File: src/rtl/tmds_pkg.sv
// TMDS token constants, TERC4 code table and alignment FSM states shared by the channel decoder.
package tmds_pkg;

  localparam logic [9:0] CTRL_TOK_00 = 10'h354;
  localparam logic [9:0] CTRL_TOK_01 = 10'h0AB;
  localparam logic [9:0] CTRL_TOK_10 = 10'h154;
  localparam logic [9:0] CTRL_TOK_11 = 10'h2AB;

  localparam logic [9:0] GUARD_A = 10'h2CC;
  localparam logic [9:0] GUARD_B = 10'h133;

  // Indexed by the nibble each code carries.
  localparam logic [9:0] TERC4_TABLE [16] = '{
    10'h29C, 10'h263, 10'h2E4, 10'h2E2, 10'h171, 10'h11E, 10'h18E, 10'h13C,
    10'h2CC, 10'h139, 10'h19C, 10'h2C6, 10'h28E, 10'h271, 10'h163, 10'h2C3
  };

  typedef enum logic [1:0] {
    ST_SEARCH,
    ST_SLIP,
    ST_SLIP_HOLD,
    ST_LOCKED
  } state_e;

endpackage

File: src/rtl/tmds_symbol_decode.sv
// Combinational classification of one 10-bit TMDS symbol: control, video data, TERC4 and guard.
// Zero latency, no flow control; the caller registers the results.
module tmds_symbol_decode
  import tmds_pkg::*;
(
  input  logic [9:0] sym_i,
  output logic       is_ctrl_o,
  output logic [1:0] ctrl_o,
  output logic [7:0] data_o,
  output logic [3:0] terc4_o,
  output logic       terc4_valid_o,
  output logic       guard_o
);

  logic [7:0] q;

  always_comb begin
    is_ctrl_o = 1'b1;
    ctrl_o    = 2'b00;
    case (sym_i)
      CTRL_TOK_00: ctrl_o = 2'b00;
      CTRL_TOK_01: ctrl_o = 2'b01;
      CTRL_TOK_10: ctrl_o = 2'b10;
      CTRL_TOK_11: ctrl_o = 2'b11;
      default:     is_ctrl_o = 1'b0;
    endcase

    // Undo the optional inversion, then the XOR/XNOR transition chain.
    q         = sym_i[9] ? ~sym_i[7:0] : sym_i[7:0];
    data_o    = 8'h00;
    data_o[0] = q[0];
    for (int i = 1; i < 8; i++) begin
      data_o[i] = sym_i[8] ? (q[i] ^ q[i-1]) : ~(q[i] ^ q[i-1]);
    end

    terc4_o       = 4'h0;
    terc4_valid_o = 1'b0;
    for (int i = 0; i < 16; i++) begin
      if (sym_i == TERC4_TABLE[i]) begin
        terc4_o       = 4'(i);
        terc4_valid_o = 1'b1;
      end
    end

    guard_o = (sym_i == GUARD_A) || (sym_i == GUARD_B);
  end

endmodule

File: src/rtl/tmds_channel_decoder.sv
// One TMDS channel: 2-cycle decode pipeline plus control-token word alignment with bitslip requests.
// No backpressure: one symbol per clk; consumers qualify decode outputs with aligned.
module tmds_channel_decoder
  import tmds_pkg::*;
#(
  parameter int WINDOW    = 4096,
  parameter int RUN_MIN   = 8,
  parameter int SLIP_WAIT = 16
) (
  input  logic       clk,
  input  logic       reset,
  input  logic [9:0] sym_in,
  output logic       bitslip,
  output logic       aligned,
  output logic       de,
  output logic [1:0] ctrl,
  output logic [7:0] data,
  output logic [3:0] terc4,
  output logic       terc4_valid,
  output logic       guard
);

  localparam int WIN_W  = (WINDOW > 2) ? $clog2(WINDOW) : 1;
  localparam int RUN_W  = $clog2(RUN_MIN + 1);
  localparam int HOLD_W = $clog2(SLIP_WAIT + 1);

  localparam logic [WIN_W-1:0]  WIN_LAST  = WIN_W'(WINDOW - 1);
  localparam logic [RUN_W-1:0]  RUN_FULL  = RUN_W'(RUN_MIN);
  localparam logic [HOLD_W-1:0] HOLD_LAST = HOLD_W'(SLIP_WAIT - 1);

  logic [9:0] sym_q;
  logic       dec_is_ctrl, dec_tv, dec_guard;
  logic [1:0] dec_ctrl;
  logic [7:0] dec_data;
  logic [3:0] dec_terc4;

  logic       de_q, tv_q, guard_q;
  logic [1:0] ctrl_q;
  logic [7:0] data_q;
  logic [3:0] terc4_q;

  state_e            state_q;
  logic [WIN_W-1:0]  win_q;
  logic [HOLD_W-1:0] hold_q;
  logic [RUN_W-1:0]  run_q, run_d;
  logic [1:0]        last_tok_q, last_tok_d;
  logic              bitslip_q, aligned_q;
  logic              run_full;

  tmds_symbol_decode u_dec (
    .sym_i         (sym_q),
    .is_ctrl_o     (dec_is_ctrl),
    .ctrl_o        (dec_ctrl),
    .data_o        (dec_data),
    .terc4_o       (dec_terc4),
    .terc4_valid_o (dec_tv),
    .guard_o       (dec_guard)
  );

  always_ff @(posedge clk) begin
    if (reset) begin
      sym_q   <= '0;
      de_q    <= 1'b0;
      ctrl_q  <= 2'b00;
      data_q  <= '0;
      terc4_q <= '0;
      tv_q    <= 1'b0;
      guard_q <= 1'b0;
    end else begin
      sym_q   <= sym_in;
      de_q    <= ~dec_is_ctrl;
      if (dec_is_ctrl) ctrl_q <= dec_ctrl;
      data_q  <= dec_data;
      terc4_q <= dec_terc4;
      tv_q    <= dec_tv;
      guard_q <= dec_guard;
    end
  end

  // Run of identical control tokens, judged on the first pipeline stage.
  always_comb begin
    run_d      = run_q;
    last_tok_d = last_tok_q;
    if (state_q == ST_SLIP_HOLD) begin
      run_d = '0;
    end else if (dec_is_ctrl) begin
      last_tok_d = dec_ctrl;
      if (run_q != '0 && dec_ctrl == last_tok_q) begin
        if (run_q != RUN_FULL) run_d = run_q + 1'b1;
      end else begin
        run_d = RUN_W'(1);
      end
    end else begin
      run_d = '0;
    end
  end

  assign run_full = (run_d == RUN_FULL);

  always_ff @(posedge clk) begin
    if (reset) begin
      state_q    <= ST_SEARCH;
      win_q      <= '0;
      hold_q     <= '0;
      run_q      <= '0;
      last_tok_q <= 2'b00;
      bitslip_q  <= 1'b0;
      aligned_q  <= 1'b0;
    end else begin
      run_q      <= run_d;
      last_tok_q <= last_tok_d;
      bitslip_q  <= 1'b0;
      case (state_q)
        ST_SEARCH: begin
          if (run_full) begin
            state_q   <= ST_LOCKED;
            win_q     <= '0;
            aligned_q <= 1'b1;
          end else if (win_q == WIN_LAST) begin
            state_q   <= ST_SLIP;
            win_q     <= '0;
            bitslip_q <= 1'b1;
          end else begin
            win_q <= win_q + 1'b1;
          end
        end
        ST_SLIP: begin
          state_q <= ST_SLIP_HOLD;
          hold_q  <= '0;
        end
        ST_SLIP_HOLD: begin
          if (hold_q == HOLD_LAST) begin
            state_q <= ST_SEARCH;
            win_q   <= '0;
          end else begin
            hold_q <= hold_q + 1'b1;
          end
        end
        ST_LOCKED: begin
          if (run_full) begin
            win_q <= '0;
          end else if (win_q == WIN_LAST) begin
            state_q   <= ST_SEARCH;
            win_q     <= '0;
            aligned_q <= 1'b0;
          end else begin
            win_q <= win_q + 1'b1;
          end
        end
        default: state_q <= ST_SEARCH;
      endcase
    end
  end

  assign bitslip     = bitslip_q;
  assign aligned     = aligned_q;
  assign de          = de_q;
  assign ctrl        = ctrl_q;
  assign data        = data_q;
  assign terc4       = terc4_q;
  assign terc4_valid = tv_q;
  assign guard       = guard_q;

endmodule

File: config.mk
export PLATFORM = sky130hd
export DESIGN_NAME = tmds_channel_decoder
export DESIGN_NICKNAME = d
export VERILOG_FILES = /design/src/rtl/tmds_pkg.sv /design/src/rtl/tmds_symbol_decode.sv /design/src/rtl/tmds_channel_decoder.sv
export SDC_FILE = /design/constraint.sdc
export NUM_CORES = 1
export LEC_CHECK = 0
export CAP_MARGIN = 40
export CORE_MARGIN = 4
export CORE_UTILIZATION = 45
export DETAILED_ROUTE_END_ITERATION = 16
export GPL_ROUTABILITY_DRIVEN = 0
export PLACE_DENSITY = 0.65
export REMOVE_ABC_BUFFERS = 1
export SYNTH_ARGS = -nofsm -noshare
export SYNTH_HDL_FRONTEND = slang
export SYNTH_SLANG_ARGS = --single-unit
export TNS_END_PERCENT = 100
File: constraint.sdc
create_clock -name clk -period 4.5 [get_ports clk]
set_input_delay 0.45 -clock clk [delete_from_list [all_inputs] [get_ports clk]]
set_output_delay 0.45 -clock clk [all_outputs]
set_load 0.005 [all_outputs]
* Word level (Yosys, flattened, before mapping)
Index checks and enable logic that the tools add are counted.
Operators by class: add/subtract/negate cells 3, multiply operators 0, divide/modulo/power cells 0, $lt $le $gt $ge 0, equality and inequality tests 35, shifts and indexed selects 0, mux-type cells 62, bitwise operators 18, reductions and logical operators 15
Operator list (count):
- == test 10 bit (second input constant) | 11
- == test 10 x 9 -> 1 bit (second input constant) | 9
- 2-to-1 mux 4 bit | 12
- 2-to-1 mux 12 bit | 3
- 2-to-1 mux 1 bit | 29
- case mux 12 bit (2 select lines) | 1
- 2-to-1 mux 2 bit | 7
- adder 12 x 1 -> 12 bit (second input constant) | 1
- == test 12 bit (second input constant) | 1
- 2-to-1 mux 3 bit | 4
- == test 10 x 8 -> 1 bit (second input constant) | 1
- NOT 1 bit | 10
- case mux 5 bit (2 select lines) | 1
- 2-to-1 mux 8 bit | 1
- != test 2 bit (second input constant) | 4
- NOT 8 bit | 1
- case mux 2 bit (4 select lines) | 1
- AND reduction 4 bit | 2
- XOR 1 bit | 7
- case mux 2 bit (3 select lines) | 1
- AND reduction 2 bit | 3
- nonzero test 2 bit | 3
- adder 5 x 1 -> 5 bit (second input constant) | 1
- == test 5 x 4 -> 1 bit (second input constant) | 1
- 17 further kinds | 18
Word-level totals: bits in registers 54, latch bits 0, RAM bits 0, memory bits (read-only) 0, logic and storage cells 147, memories 0

* Logic depth before layout (Yosys ltp)
depth in word-level cells 17, depth in mapped cells 9

* Hierarchy
Synthesis repeated with hierarchy kept, for this count alone.
Unflattened totals: cell total of the unflattened synthesis 322, area, all modules 2820.2 um2
By module, submodules not included:
- tmds_channel_decoder | instances 1, cells each 244, area each 2239.6 um2
- tmds_symbol_decode | instances 1, cells each 78, area each 580.6 um2

* Worst setup path after synthesis
OpenSTA, ideal clock, no wires.
path kind flip-flop to flip-flop, start point register run_q[0], end point register state_q[1], arrival time 2071 ps, setup slack 2343 ps, stages on the path, launching flop included 10, period minus slack after synthesis 2157 ps, path through dfxtp_1 > inv_1 > ha_1 > a21oi_1 > mux2i_1 > a211o_1 > or3_4 > nor3_2 > o21ai_2 > a221oi_2
Between the ends: longest elaborated chain between the ends 8, elaborated cells on any way between the ends 14, classes of those cells add/sub: 1; eq/ne: 4; mux: 6; reduce/logical: 3
Ends and longest elaborated chain:
- from (decl) | line tmds_channel_decoder.sv:45 | logic [RUN_W-1:0] run_q, run_d;
- from (signal assigned) | line tmds_channel_decoder.sv:110 | run_q <= run_d;
- adder 4 x 1 -> 4 bit (tied with other cells) | line tmds_channel_decoder.sv:89 | if (run_q != RUN_FULL) run_d = run_q + 1'b1;
- 2-to-1 mux 4 bit or logical AND 1 bit (tied branches) | line tmds_channel_decoder.sv:89, tmds_channel_decoder.sv:88
- 2-to-1 mux 4 bit (*) | line tmds_channel_decoder.sv:88 | if (run_q != '0 && dec_ctrl == last_tok_q) begin
- 2-to-1 mux 4 bit (*) | line tmds_channel_decoder.sv:86 | end else if (dec_is_ctrl) begin
- 2-to-1 mux 4 bit (*) | line tmds_channel_decoder.sv:84 | if (state_q == ST_SLIP_HOLD) begin
- == test 4 bit (*) | line tmds_channel_decoder.sv:98 | assign run_full = (run_d == RUN_FULL);
- != test 3 bit (no line) (tied with other cells)
- AND reduction 4 bit (no line) or case mux 2 bit (4 select lines) (tied branches)
- to (signal assigned) | line tmds_channel_decoder.sv:102 | state_q <= ST_SEARCH;
- to (signal assigned) | line tmds_channel_decoder.sv:116 | state_q <= ST_LOCKED;
- to (signal assigned) | line tmds_channel_decoder.sv:120 | state_q <= ST_SLIP;
- to (decl) | line tmds_channel_decoder.sv:42 | state_e state_q;
Mark *: on every way between the ends. The rest lies on a longest branch, timed or not. A chain may end at the register's enable or synchronous reset.

* Worst setup path after layout
start point register sym_q[8], end point register state_q[1]
Between the ends: longest elaborated chain between the ends 10, elaborated cells on any way between the ends 18, classes of those cells eq/ne: 8; mux: 7; reduce/logical: 3
Ends and longest elaborated chain:
- from (decl) | line tmds_channel_decoder.sv:31 | logic [9:0] sym_q;
- from (signal assigned) | line tmds_channel_decoder.sv:70 | sym_q <= sym_in;
- == test 10 bit (tied with other cells) | line tmds_symbol_decode.sv:20 | case (sym_i)
- case mux 2 bit (3 select lines) | line tmds_symbol_decode.sv:20
- == test 2 bit | line tmds_channel_decoder.sv:88
- logical AND 1 bit | line tmds_channel_decoder.sv:88
- 2-to-1 mux 4 bit | line tmds_channel_decoder.sv:88
- 2-to-1 mux 4 bit (*) | line tmds_channel_decoder.sv:86
- 2-to-1 mux 4 bit (*) | line tmds_channel_decoder.sv:84
- == test 4 bit (*) | line tmds_channel_decoder.sv:98
- != test 3 bit (no line) (tied with other cells)
- AND reduction 4 bit (no line) or case mux 2 bit (4 select lines) (tied branches)
Marks and branches as above.

==> run summary <==
The flow ran to the end, and the final reports show no timing, DRC or antenna violations. The die outline width came out at between 80 and 90 µm. The clock passes through at most 2 buffers. Setup violations remaining at the end of the flow were counted as 0. The clock period could shrink to ~2.5 ns. The fmax is ~400 MHz. The number of buffers inserted during clock tree synthesis is 5.

The worst endpoint data arrival time is 2.73 ns. The area of the mapped netlist came out at ~0.0030 mm². The number of synthesis warnings came out at 0.

The clock tree from TritonCTS is done. The TritonCTS sink count is 54. The final core area utilization came out at a little over half.

The slew at the pin closest to its max-slew limit came out at 0.775 ns. The level count of the clock H-tree is 2. The detail route stage leaves a number of antenna-violating nets equal to 0. The path class of the tightest hold or removal check is reg2reg. The global routing usage summed across all routing layers came out at about 16%.

For this block, the initial DRC count from the detailed router was 147. In this design, the stage delay of the slowest critical-path cell is 0.75 ns. The number of inserted filler cells in the final layout is approximately 600. The worst-case headroom to the max-slew limit came out at about half. The initial antenna violation count came out at 0. The sum of net half-perimeters after detailed placement came out at 4450 µm. The die footprint came out at approximately 0.008 mm². The layout overhead on the synthesized area came out at 12.5%.

The share of cells above drive strength 1 came out at about 7.6%. The mean post-synth cell area is between 8 and 9 µm². The worst clock skew came out at between 0.005 and 0.006 ns.

The element type at the critical path end is a flop. Dividing total power by cell area gives a power density of roughly 280 mW/mm². The average routed wire per standard cell is roughly 13 µm. The instance area after placement came out at 0.00325 mm². The starting density of the core is 46.5%. The post-cts resize count is 0. The worst-case IR drop observed on VDD is 159 µV. The overall overflow remaining after global route is 0. The sum of routed wire length over all layers came out at between 5000 and 6000 µm. The number of global-route vias before repair was about 2200. Dividing the final minimum period by the clock period gives a little under three fifths. The most used flip-flop cell after synthesis is dfxtp_1. The DRC violation count after routing came out at 0. The max-cap check violation count is 0.

The slowest stage of the critical path belongs to the cell dfxtp_1. The first global-routing pass estimated between 10000 and 15000 µm of wire. The cell count after synthesis came out at around 340. The count of port buffers added during placement is 30. Setup repair after global routing left no endpoint under its margin. Walking the worst path, the cells encountered are nand4bb_1 > o22ai_1 > nand2_1 > a211oi_2 > a21oi_1 > or2_1 > a221oi_2. STA classifies the critical path startpoint as a flop. After synthesis, the cell types taking the most area are dfxtp_1 37%, ha_1 7.2%, nor2_1 5.3%, nand2_1 4.2%, xnor2_1 3.9%.

Summed over all instances, the cell type with the most area after synthesis is dfxtp_1. The number of nets at the end of the flow is 396. The number of antenna cells inserted came out at 0. The family with the most delay on the worst path is compound AO/OA/AOI/OAI gates. For this run, the register share of the synthesized area comes to 36.6%. The count of TritonRoute iterations in the first routing pass came out at 4. Yosys mapped a number of flops with a built-in enable equal to 0. The final-report hold violation count came out at 0. The worst path buffer plus inverter count came out at 0. The mean number of vias per cell came out at 5.45.

The post-CTS setup buffer count is 0. The share of the synthesized area in the top cell type is approximately 37%. Summed over all failing endpoints, the final setup total negative slack is 0 ns. In this run the clock root is driven by a clkbuf_8. After synthesis, the share of flip-flops with an asynchronous set or reset is 0%. By startpoint and endpoint, the worst setup path is classified as reg2reg. The via total after detailed routing is between 2000 and 2500. The I/O pin count came out at 31.

The data required time at the worst endpoint came out at 4.72 ns. The maximum fanout along the worst path is 17. The floorplan die height came out at 89.0 µm. The placement row count is 29. Entering global routing, the biggest net connects 45 pins. The hold-fix buffer count after cts is 0. The later-pin clock latency in the skew report is approximately 0.30 ns.

The max-slew violation count came out at 0. After clock tree synthesis, the clock-pin slew on the worst setup and hold paths is about 0.09 ns. The number of synthesized register bits is 54. The number of distinct library cells after synthesis came out at between 60 and 70. The area of all placed cells without fillers is ~0.0033 mm². The analysis attributes to cell leakage a power of around 1.2 nW. The core box area is around 0.0063 mm².
per-stage QoR:
step	hold slack (ns)	power, mW	instances	worst slack, ns
after CTS	0.472	0.940	444	2.01
after global placement	0.454	0.683	437	2.09
after floorplan	0.434	0.626	329	2.34
final	0.472	0.929	444	1.99
after global routing	0.492	0.982	444	1.75
after detailed placement	0.459	0.685	437	2.00
sequential cells by signal, indices dropped and copies added, names as in the netlist:
name and cells:
win_q 12, sym_q 10, data 8, hold_q 5, run_q 4, terc4 4
ctrl 2, last_tok_q 2, state_q 2, aligned 1, bitslip 1, de 1
guard 1, terc4_valid 1
synthesized netlist by cell type, drive strengths merged (3+ instances only):
library cell and n:
xnor2 13, nor2b 16, or2 3, inv 16, clkbuf 7, ha 17
nor2 43, dfxtp 54, a311oi 3, a31o 3, nand3 5, nand4b 4
nand2b 4, a31oi 11, nor3 13, o21ai 18, nand2 33, nand4 5
a22o 3, mux2i 4, a21oi 17, xor2 5, buf 6, and3 6
report_power, final:
| group | switching, mW | total (mW) | internal (mW) |
|---|---|---|---|
| Sequential | 0.0267 | 0.528 | 0.502 |
| Combinational | 0.0731 | 0.147 | 0.0742 |
| Clock | 0.146 | 0.253 | 0.108 |
worst paths after layout:
path         cells after the start  slack [ns]    endpoint  startpoint
max                              7        1.99  state_q[1]    sym_q[8]
min reg2reg                      2        0.47     ctrl[0]     ctrl[0]
min                              2        0.47     ctrl[0]     ctrl[0]
max reg2reg                      7        1.99  state_q[1]    sym_q[8]
layer usage:
metal	part of all wire, %	track usage [%]	vias to the layer above
li1	-	-	1240
met1	48	22.3	1118
met2	46	25.7	55
met3	4.2	3.32	6
met4	1.3	5.01	0
met5	0	0	-
kinds of logic (layout without fill, tap and decap cells):
| group | Yosys count | count (layout) | synth area share, % |
|---|---|---|---|
| AOI/OAI and AO/OA | 75 | 75 | 17.3 |
| xor gates and xnor gates | 18 | 18 | 5.34 |
| adders and majority gates | 17 | 17 | 7.21 |
| buffers and inverters | 29 | 54 | 5.76 |
| DFF | 54 | 54 | 36.6 |
| muxes | 5 | 5 | 1.74 |
| and+or+nand+nor | 144 | 144 | 26.0 |
placed cells by master (no fill, tap or decap), types with 4 or more instances in the layout:
cell and n:
a31oi_1 11, nor2_1 42, nand4_1 5, nand3_1 5, nor3_1 11, dfxtp_1 54, mux2i_1 4, xnor2_1 13
nand2_1 33, xor2_1 5, ha_1 17, clkdlybuf4s50_1 30, a21oi_1 17, o21ai_0 15, and3_1 4, clkbuf_8 5
nor2b_1 16, inv_1 16
worst register-to-register path, stage by stage (launching register included):
cell,delay (ns)
dfxtp_1,0.75
nand4bb_1,0.20
o22ai_1,0.27
nand2_1,0.12
a211oi_2,0.35
a21oi_1,0.19
or2_1,0.27
a221oi_2,0.28
cell type report:
| type | instances | area [µm²] | share of cell area (%) |
|---|---|---|---|
| Sequential cell | 54 | 1080 | 32.5 |
| Inverter | 16 | 60.1 | 1.81 |
| Clock buffer | 7 | 76.3 | 2.30 |
| Timing Repair Buffer | 31 | 308 | 9.27 |
| Tap cell | 77 | 96.3 | 2.90 |
| Multi-Input combinational cell | 259 | 1700 | 51.2 |
Power figures use the tool's default switching activity.
